**config.mk**
```make
export PLATFORM = sky130hd
export DESIGN_NAME = run_pattern_tx_flat
export DESIGN_NICKNAME = d
export VERILOG_FILES = /design/src/rtl/run_pattern_tx_if.sv /design/src/rtl/run_pattern_tx.sv /design/src/flat_wrapper.sv
export SDC_FILE = /design/constraint.sdc
export NUM_CORES = 1
export LEC_CHECK = 0
export CORE_UTILIZATION = 55
export CTS_BUF_LIST = sky130_fd_sc_hd__clkbuf_16
export CTS_CLUSTER_DIAMETER = 120
export DETAILED_ROUTE_END_ITERATION = 10
export PLACE_DENSITY = 0.85
export SLEW_MARGIN = 15
export SYNTH_ARGS = -nofsm -noshare
export SYNTH_HDL_FRONTEND = slang
export SYNTH_SLANG_ARGS = --single-unit
```
**constraint.sdc**
```tcl
create_clock -name clk -period 2.5 [get_ports clk]
set_clock_uncertainty 0.2 [all_clocks]
set_input_delay 0.75 -clock clk [delete_from_list [all_inputs] [get_ports clk]]
set_output_delay 0.75 -clock clk [all_outputs]
set_load 0.05 [all_outputs]
```
**src/rtl/run_pattern_tx_if.sv**
```systemverilog
// Descriptor request channel for run_pattern_tx.
// A descriptor (run length of 1s, gap length of 0s, repeat count) is transferred on a
// clock edge where req_valid && req_ready.
//   req_valid    master -> slave  descriptor valid
//   req_ready    slave  -> master transmitter idle, can accept
//   req_run_len  master -> slave  1 bits per burst
//   req_gap_len  master -> slave  0 bits per burst, following the run
//   req_repeat   master -> slave  bursts to send (0 treated as 1)
interface run_pattern_tx_if #(
  parameter int unsigned LEN_W = 8,
  parameter int unsigned REP_W = 4
);
  logic             req_valid;
  logic             req_ready;
  logic [LEN_W-1:0] req_run_len;
  logic [LEN_W-1:0] req_gap_len;
  logic [REP_W-1:0] req_repeat;

  modport master (
    output req_valid,
    output req_run_len,
    output req_gap_len,
    output req_repeat,
    input  req_ready
  );

  modport slave (
    input  req_valid,
    input  req_run_len,
    input  req_gap_len,
    input  req_repeat,
    output req_ready
  );
endinterface

```
**src/rtl/run_pattern_tx.sv**
```systemverilog
// Serial run-pattern transmitter.
// Accepts a burst descriptor over the req interface and drives rep x (run 1s, gap 0s)
// onto tx_bit, one bit consumed per tx_en edge. exp_out predicts the consecutive-ones
// detector output (1 iff the last two consumed bits were both 1).
// Ports:
//   clk        clock, rising edge
//   reset_n    asynchronous active-low reset
//   req        descriptor channel (slave side)
//   tx_en      bit strobe; current bit consumed on an edge with tx_en=1
//   tx_bit     serial data (1 in RUN)
//   tx_active  a pattern bit is being presented
//   exp_out    predicted detector output
//   done       one-cycle pulse after the last bit of a descriptor is consumed
module run_pattern_tx #(
  parameter int unsigned LEN_W = 8,
  parameter int unsigned REP_W = 4
) (
  input  logic                clk,
  input  logic                reset_n,
  run_pattern_tx_if.slave     req,
  input  logic                tx_en,
  output logic                tx_bit,
  output logic                tx_active,
  output logic                exp_out,
  output logic                done
);

  typedef enum logic [1:0] {StIdle, StRun, StGap} state_e;

  state_e           state_q, state_d;
  logic [LEN_W-1:0] run_q, run_d;
  logic [LEN_W-1:0] gap_q, gap_d;
  logic [REP_W-1:0] rep_q, rep_d;
  logic [LEN_W-1:0] cnt_q, cnt_d;
  // Saturating count of consecutive consumed 1s (0, 1, 2).
  logic [1:0]       ones_q, ones_d;
  logic             done_q, done_d;
  logic             consume;

  // State register
  always_ff @(posedge clk or negedge reset_n) begin
    if (!reset_n) begin
      state_q <= StIdle;
      run_q   <= '0;
      gap_q   <= '0;
      rep_q   <= '0;
      cnt_q   <= '0;
      ones_q  <= 2'd0;
      done_q  <= 1'b0;
    end else begin
      state_q <= state_d;
      run_q   <= run_d;
      gap_q   <= gap_d;
      rep_q   <= rep_d;
      cnt_q   <= cnt_d;
      ones_q  <= ones_d;
      done_q  <= done_d;
    end
  end

  // Next-state logic
  always_comb begin
    state_d = state_q;
    run_d   = run_q;
    gap_d   = gap_q;
    rep_d   = rep_q;
    cnt_d   = cnt_q;
    ones_d  = ones_q;
    done_d  = 1'b0;
    consume = tx_en && (state_q != StIdle);

    unique case (state_q)
      StIdle: begin
        if (req.req_valid) begin
          run_d = req.req_run_len;
          gap_d = req.req_gap_len;
          rep_d = (req.req_repeat == '0) ? REP_W'(1) : req.req_repeat;
          if (req.req_run_len != '0) begin
            state_d = StRun;
            cnt_d   = req.req_run_len;
          end else if (req.req_gap_len != '0) begin
            state_d = StGap;
            cnt_d   = req.req_gap_len;
          end else begin
            // Empty descriptor: nothing to send, complete immediately.
            done_d = 1'b1;
          end
        end
      end
      StRun, StGap: begin
        if (tx_en) begin
          if (cnt_q == LEN_W'(1)) begin
            if ((state_q == StRun) && (gap_q != '0)) begin
              state_d = StGap;
              cnt_d   = gap_q;
            end else begin
              // Burst boundary.
              rep_d = rep_q - REP_W'(1);
              if (rep_q > REP_W'(1)) begin
                if (run_q != '0) begin
                  state_d = StRun;
                  cnt_d   = run_q;
                end else begin
                  state_d = StGap;
                  cnt_d   = gap_q;
                end
              end else begin
                state_d = StIdle;
                cnt_d   = '0;
                done_d  = 1'b1;
              end
            end
          end else begin
            cnt_d = cnt_q - LEN_W'(1);
          end
        end
      end
      default: state_d = StIdle;
    endcase

    // Ones history follows consumed bits only; holds in IDLE and across bursts.
    if (consume) begin
      if (state_q == StRun) begin
        ones_d = (ones_q == 2'd2) ? 2'd2 : ones_q + 2'd1;
      end else begin
        ones_d = 2'd0;
      end
    end
  end

  // Outputs, decoded from registered state only
  always_comb begin
    tx_bit        = (state_q == StRun);
    tx_active     = (state_q != StIdle);
    req.req_ready = (state_q == StIdle);
    exp_out       = ones_q[1];
    done          = done_q;
  end

endmodule

```
**src/flat_wrapper.sv**
```systemverilog
// flat-port wrapper written by rule: the top's interface ports become plain ports
module run_pattern_tx_flat 
#(
  parameter int unsigned LEN_W = 8,
  parameter int unsigned REP_W = 4
)
  (clk, reset_n, tx_en, tx_bit, tx_active, exp_out, done, req_req_valid, req_req_run_len, req_req_gap_len, req_req_repeat, req_req_ready);
  run_pattern_tx_if #(.LEN_W(LEN_W), .REP_W(REP_W)) req_i ();
  input  logic clk;
  input  logic reset_n;
  input  logic tx_en;
  output logic tx_bit;
  output logic tx_active;
  output logic exp_out;
  output logic done;
  input wire logic [$bits(req_i.req_valid)-1:0] req_req_valid;
  input wire logic [$bits(req_i.req_run_len)-1:0] req_req_run_len;
  input wire logic [$bits(req_i.req_gap_len)-1:0] req_req_gap_len;
  input wire logic [$bits(req_i.req_repeat)-1:0] req_req_repeat;
  output wire logic [$bits(req_i.req_ready)-1:0] req_req_ready;
  assign req_i.req_valid = req_req_valid;
  assign req_i.req_run_len = req_req_run_len;
  assign req_i.req_gap_len = req_req_gap_len;
  assign req_i.req_repeat = req_req_repeat;
  assign req_req_ready = req_i.req_ready;
  run_pattern_tx #(.LEN_W(LEN_W), .REP_W(REP_W)) u_core (.clk(clk), .reset_n(reset_n), .req(req_i), .tx_en(tx_en), .tx_bit(tx_bit), .tx_active(tx_active), .exp_out(exp_out), .done(done));
endmodule
```
After elaboration in Yosys (flattened, before gate mapping)
Index checks and enable logic that the tools add are counted.
Widths: inputs -> output; s select.
{ "word_totals": {"wordCells": 69, "regBits": 33} }
{ "classes": {"reduce_logical": 15, "n_lt_le_gt_ge": 1, "n_eq_ne": 9, "n_mux": 34, "add_sub_neg": 3} }
{ "op_table": {"columns": ["cell", "n"], "rows": [
  ["$mux 8", 8],
  ["$reduce_bool 8->1", 4],
  ["$mux 2", 10],
  ["$mux 4", 5],
  ["$pmux 8 s2", 1],
  ["$eq 8x1->1 const B", 1],
  ["$pmux 4 s2", 1],
  ["$reduce_and 4->1", 2],
  ["$sub 8x1->8 const B", 1],
  ["$mux 1", 7],
  ["$ne 2x2->1 const B", 3],
  ["$reduce_and 5->1", 1],
  ["$eq 2x2->1 const B", 2],
  ["$gt 4x1->1 const B", 1],
  ["$logic_not 4->1", 1],
  ["$pmux 2 s2", 1],
  ["$reduce_bool 2->1", 2],
  ["$sub 4x1->4 const B", 1],
  ["$ne 3x1->1 const B", 1],
  ["$add 2x1->2 const B", 1],
  ["$eq 2x1->1 const B", 1],
  ["$logic_and 1x1->1", 2],
  ["$logic_not 2->1", 1],
  ["$ne 2x1->1 const B", 1],
  ["3 further kinds", 3]
]} }

Logic depth before layout (Yosys ltp)
{ "logic_depth": {"word_depth": 7, "depth_mapped": 7} }

Worst setup path before layout
No wires, ideal clock.
{ "synth_path": {"path_kind": "register to register", "start": "reg u_core.state_q[0]", "end": "reg u_core.cnt_q[4]", "path_stages_with_launch": 8, "required_time_ns": 2.224, "slack_ns": -0.158, "setup_ns": 0.076, "period_less_slack_ns": 2.658, "n_path_buf": 0, "arrival_time_ns": 2.382, "cell_sequence": "dfrtp_1 > inv_1 > ha_1 > inv_1 > o21ai_0 > o211ai_2 > a311o_1 > o21ai_1"} }
{ "synth_rtl": {"columns": ["element", "line", "source"], "rows": [
  ["start, declared", "run_pattern_tx.sv:30", "state_e state_q, state_d;"],
  ["start signal, assigned", "run_pattern_tx.sv:43", "state_q <= StIdle;"],
  ["start signal, assigned", "run_pattern_tx.sv:51", "state_q <= state_d;"],
  ["$logic_not 2->1 *", null, null],
  ["net req_req_ready", "flat_wrapper.sv:20", "output wire logic [$bits(req_i.req_ready)-1:0] req_req_ready;"],
  ["$ne 3x1->1 (no line), or another cell as far along", null, null],
  ["$reduce_and 4->1 (no line)", null, null],
  ["end signal, assigned", "run_pattern_tx.sv:55", "cnt_q <= cnt_d;"],
  ["end, declared", "run_pattern_tx.sv:34", "logic [LEN_W-1:0] cnt_q, cnt_d;"]
]} }
The timed path passes the listed nets; every way through them passes the cells marked *. The select of a mux whose other input is x is not followed.
A chain may end at the register's enable or synchronous reset.

Worst setup path after layout
{ "layout_path": {"start": "in req_req_run_len[4]", "end": "reg u_core.done_q (netlist: u_core.done)"} }
{ "layout_between": {"elab_chain_cells": 4} }
{ "layout_rtl": {"columns": ["element", "line", "source"], "rows": [
  ["start, declared", "flat_wrapper.sv:17", "input wire logic [$bits(req_i.req_run_len)-1:0] req_req_run_len;"],
  ["$reduce_bool 8->1", "run_pattern_tx.sv:78", "if (req.req_run_len != '0) begin"],
  ["$mux 1", "run_pattern_tx.sv:78", null],
  ["$mux 1", "run_pattern_tx.sv:74", "if (req.req_valid) begin"],
  ["$pmux 1 s2", "run_pattern_tx.sv:72", "unique case (state_q)"],
  ["net u_core.done_d", "run_pattern_tx.sv:37", "logic done_q, done_d;"],
  ["end signal, assigned", "run_pattern_tx.sv:57", "done_q <= done_d;"],
  ["end, declared", "run_pattern_tx.sv:37", null]
]} }
The timed path passes the listed nets, and every way through them passes these cells.

==> run summary <==
Floorplanning
• 29 — top-level port count
• 59.4% — starting density of the core
• 22 — number of standard-cell rows in the floorplan
• 3770 um2 — Floorplan Core Area
• 65.8 um — die width
• 4330 um2 — Die Outline Area
• 65.8 um — die boundary height

Min path
• u_core.ones_q[0]$_DFFE_PN0P_ — Hold Crit Start
• 2 — cell count of the worst hold path
• reg2reg — Min-Delay Path Class
• u_core.ones_q[0]$_DFFE_PN0P_ — Hold Path Sink

Clock tree
• 5 — TritonCTS Buffers
• 0.05 ns — clock-pin slew reported for the worst setup and hold paths after clock tree synthesis
• sky130_fd_sc_hd__clkbuf_16 — clk root buf
• done — clock tree from TritonCTS
• 0.28 ns — Clock Latency Late Sink
• 0 — # hold bufs at CTS
• 2 — number of buffers on the longest clock path
• 2 — H-tree Lvls
• 33 — number of clock sinks

Yosys
• 243 — synthesized instance count
• 36.9% — fraction of the yosys area taken by sequential cells
• 9.22 um2 — Synth Area per Inst
• 100% — fraction of synthesis flops using an asynchronous set or reset pin
• sky130_fd_sc_hd__dfrtp_1 — predominant post-synthesis flop cell
• 61 — number of distinct library cells after synthesis
• 0 — EDFF count, synth
• 0 — synth warn
• 275 — nets in the synthesized netlist
• 33 — Yosys reg bits
• 2240 um2 — synthesized area

Power
• 0.00206 W — cell-internal power
• 46.1% — sw frac
• 29.7% — Seq pwr share
• 911 uV — worst vdd rail ir drop
• 0.00177 W — net switching power
• 1.23 nW — static leakage power
• 54.9% — share of power burned in combinational logic
• 1300 nW/um2 — power per standard cell area
• 15.3% — part of the power in the clock network

Layout
• 826 um2 — area taken by flip-flops and latches
• sky130_fd_sc_hd__dfrtp_1 (33), sky130_fd_sc_hd__nand2_1 (30), sky130_fd_sc_hd__clkdlybuf4s50_1 (25) — top library cells by usage in the layout, fill and taps aside
• 1350 um2 — area of combinational cells with multiple inputs
• 23.2% — proportion of layout cells with a drive suffix above 1
• 227 — filler cell count in the final layout
• 31.6% — layout overhead on the synthesized area
• sky130_fd_sc_hd__dfrtp_1 — most common library cell in the layout ignoring fill and taps
• 329 — number of nets in the finished design
• 2950 um2 — fin area
• 346 — post-route insts no fill
• 0 — ANT cells

Global routing
• 2218 — via count of the first global-routing pass
• 34 — largest net degree at the start of global routing
• 35.3% — GRT Total Usage
• 11200 um — global-route wire length before repair
• 0 — global-route congestion overflow total
• 0 — antenna violations before repair

Timing
• 0 — Max Transition Viols Final
• 4 — final-report setup violation count
• 62.0% — Max-slew headroom
• -0.0927 ns — setup total negative slack
• -0.0433 ns — setup ws final
• 393 MHz — max frequency
• 0.312 ns — worst slack on hold paths
• true — setup repair after global routing missed its margin
• 0 — Final Hold Vio Count
• 0.568 ns — transition at the pin with the smallest max-transition slack
• 102% — Tcrit/Tclk final
• 2.54 ns — Tmin final

Detailed routing
• 2369 — overall via count from detail_route
• 7280 um — Routed WL
• 237 — first-iteration detailed-routing DRC count
• 0 — number of DRC violations after detailed routing
• 6.85 — vias per cell
• 0 — antenna violation net count after detailed routing
• 5 — first-pass iteration count of the detailed router
• 21.0 um — average detailed-routed wire length per instance

Worst setup path
• input pin — CP Launch Type
• 7 — largest driver fanout on the critical path
• flip-flop — element type at the critical path end
• u_core.state_q[1]$_DFFE_PN0P_ — worst reg2reg startpoint
• in2reg — critical path class
• 2.55 ns — Data arrival, critical path
• 2.51 ns — required time at the worst-slack endpoint
• 8 — worst reg2reg path depth
• u_core.cnt_q[4]$_DFFE_PN0P_ — worst flop-to-flop path endpoint
• 0.21 ns — setup slack on the worst flop-to-flop path

Flow run
• 0 — reported max-cap violation count

Status
• finished with violations — run status
• setup timing — violated checks

Placed design
• -0.299 ns — worst slack, placed
• 337 — Cell Count Post-Placement
• 0.922 — Placer Congestion
• 2770 um2 — total cell area at the placement stage
• 4790 um — Post-DP HPWL
• 28 — count of input and output buffers

## power by group through the flow
| stage | sequential (W) | clock [W] | combinational (W) |
|---|---|---|---|
| 2_1_floorplan | 0.00101 | 0 | 0.00142 |
| 3_3_place_gp | 0.00110 | 0 | 0.00191 |
| 3_5_place_dp | 0.00112 | 0 | 0.00199 |
| 4_1_cts | 0.00111 | 0.000585 | 0.00202 |
| 5_1_grt | 0.00116 | 0.000617 | 0.00225 |
| 6_report | 0.00114 | 0.000588 | 0.00210 |
## state kept, by name, summed over array words and instances, names as in the netlist
register	flops
u_core.cnt_q	8
u_core.state_q	2
u_core.run_q	8
u_core.rep_q	4
u_core.gap_q	8
u_core.done	1
u_core.ones_q	2
## worst max path at each step
stage          slack (ns)                     endpoint                     startpoint  cells past startpoint
2_1_floorplan        0.13  u_core.cnt_q[4]$_DFFE_PN0P_  u_core.state_q[0]$_DFFE_PN0P_                      7
3_3_place_gp        -0.19  u_core.cnt_q[4]$_DFFE_PN0P_             req_req_run_len[0]                      7
3_5_place_dp        -0.30  u_core.cnt_q[4]$_DFFE_PN0P_             req_req_run_len[0]                      7
4_1_cts              0.04  u_core.cnt_q[4]$_DFFE_PN0P_             req_req_run_len[0]                      7
5_1_grt              -0.1        u_core.done$_DFF_PN0_             req_req_run_len[4]                      7
6_report            -0.04        u_core.done$_DFF_PN0_             req_req_run_len[4]                      7
## stage by stage
stage                     power (W)  util, %
after global placement      0.00301     73.6
after detailed placement    0.00310     73.6
after global routing        0.00403     78.1
final                       0.00383     78.1
after CTS                   0.00372     77.4
after floorplan             0.00244        -
## critical path, cell delays in order
cell                              delay [ns]
sky130_fd_sc_hd__clkdlybuf4s50_1        0.48
sky130_fd_sc_hd__nor4_4                 0.40
sky130_fd_sc_hd__and2_1                 0.18
sky130_fd_sc_hd__buf_4                  0.15
sky130_fd_sc_hd__nand4_1                0.23
sky130_fd_sc_hd__o32a_1                 0.26
sky130_fd_sc_hd__nor2_1                 0.11
## cell usage after synthesis, types with 4 or more instances
cell | n | area, um2
sky130_fd_sc_hd__a221oi_1 | 4 | 35.0
sky130_fd_sc_hd__nor3_1 | 7 | 35.0
sky130_fd_sc_hd__nor4_1 | 5 | 31.3
sky130_fd_sc_hd__a211oi_1 | 4 | 30.0
sky130_fd_sc_hd__mux2_2 | 15 | 169
sky130_fd_sc_hd__a21oi_1 | 10 | 50.1
sky130_fd_sc_hd__clkbuf_1 | 4 | 15.0
sky130_fd_sc_hd__nand3_1 | 8 | 40.0
sky130_fd_sc_hd__a31oi_1 | 6 | 37.5
sky130_fd_sc_hd__dfrtp_1 | 33 | 826
sky130_fd_sc_hd__nand2_1 | 30 | 113
sky130_fd_sc_hd__inv_1 | 13 | 48.8
sky130_fd_sc_hd__o21ai_0 | 12 | 60.1
sky130_fd_sc_hd__o21ai_1 | 4 | 20.0
sky130_fd_sc_hd__nor2_1 | 14 | 52.6
sky130_fd_sc_hd__ha_1 | 8 | 100
## area by class of cell
class                   count  area share (%)
clock buffers               5            4.25
multi-input cells         190            45.9
clock inverters             3           0.425
well taps                  48            2.04
flip-flops and latches     33            28.0
inverters                  13            1.66
repair buffers             54            17.7
## routing by layer
layer / vias up / share of wire [%] / track usage, %
li1: 1033 / - / -
met1: 1131 / 38 / 44.2
met2: 171 / 48 / 56.4
met3: 34 / 9.8 / 8.79
met4: 0 / 4.1 / 17.7
met5: - / 0 / 0
## kinds of logic (layout without fill, tap and decap cells)
| family | Yosys count | in the layout | synth area share [%] |
|---|---|---|---|
| AOI/OAI and AO/OA | 71 | 71 | 22.8 |
| xor gates and xnor gates | 3 | 3 | 1.17 |
| adders and majority gates | 8 | 8 | 4.47 |
| buffers and inverters | 20 | 75 | 3.91 |
| DFF | 33 | 33 | 36.9 |
| muxes | 17 | 17 | 8.44 |
| and+or+nand+nor | 91 | 91 | 22.3 |
## timing repair
item,CTS,global route
gates resized for setup,1,6
buffers inserted,0,1
endpoints found under the setup margin,2,6
pin swaps,0,1
endpoints found under the hold margin,0,0
Note: power is estimated with default switching activity, not from simulation.
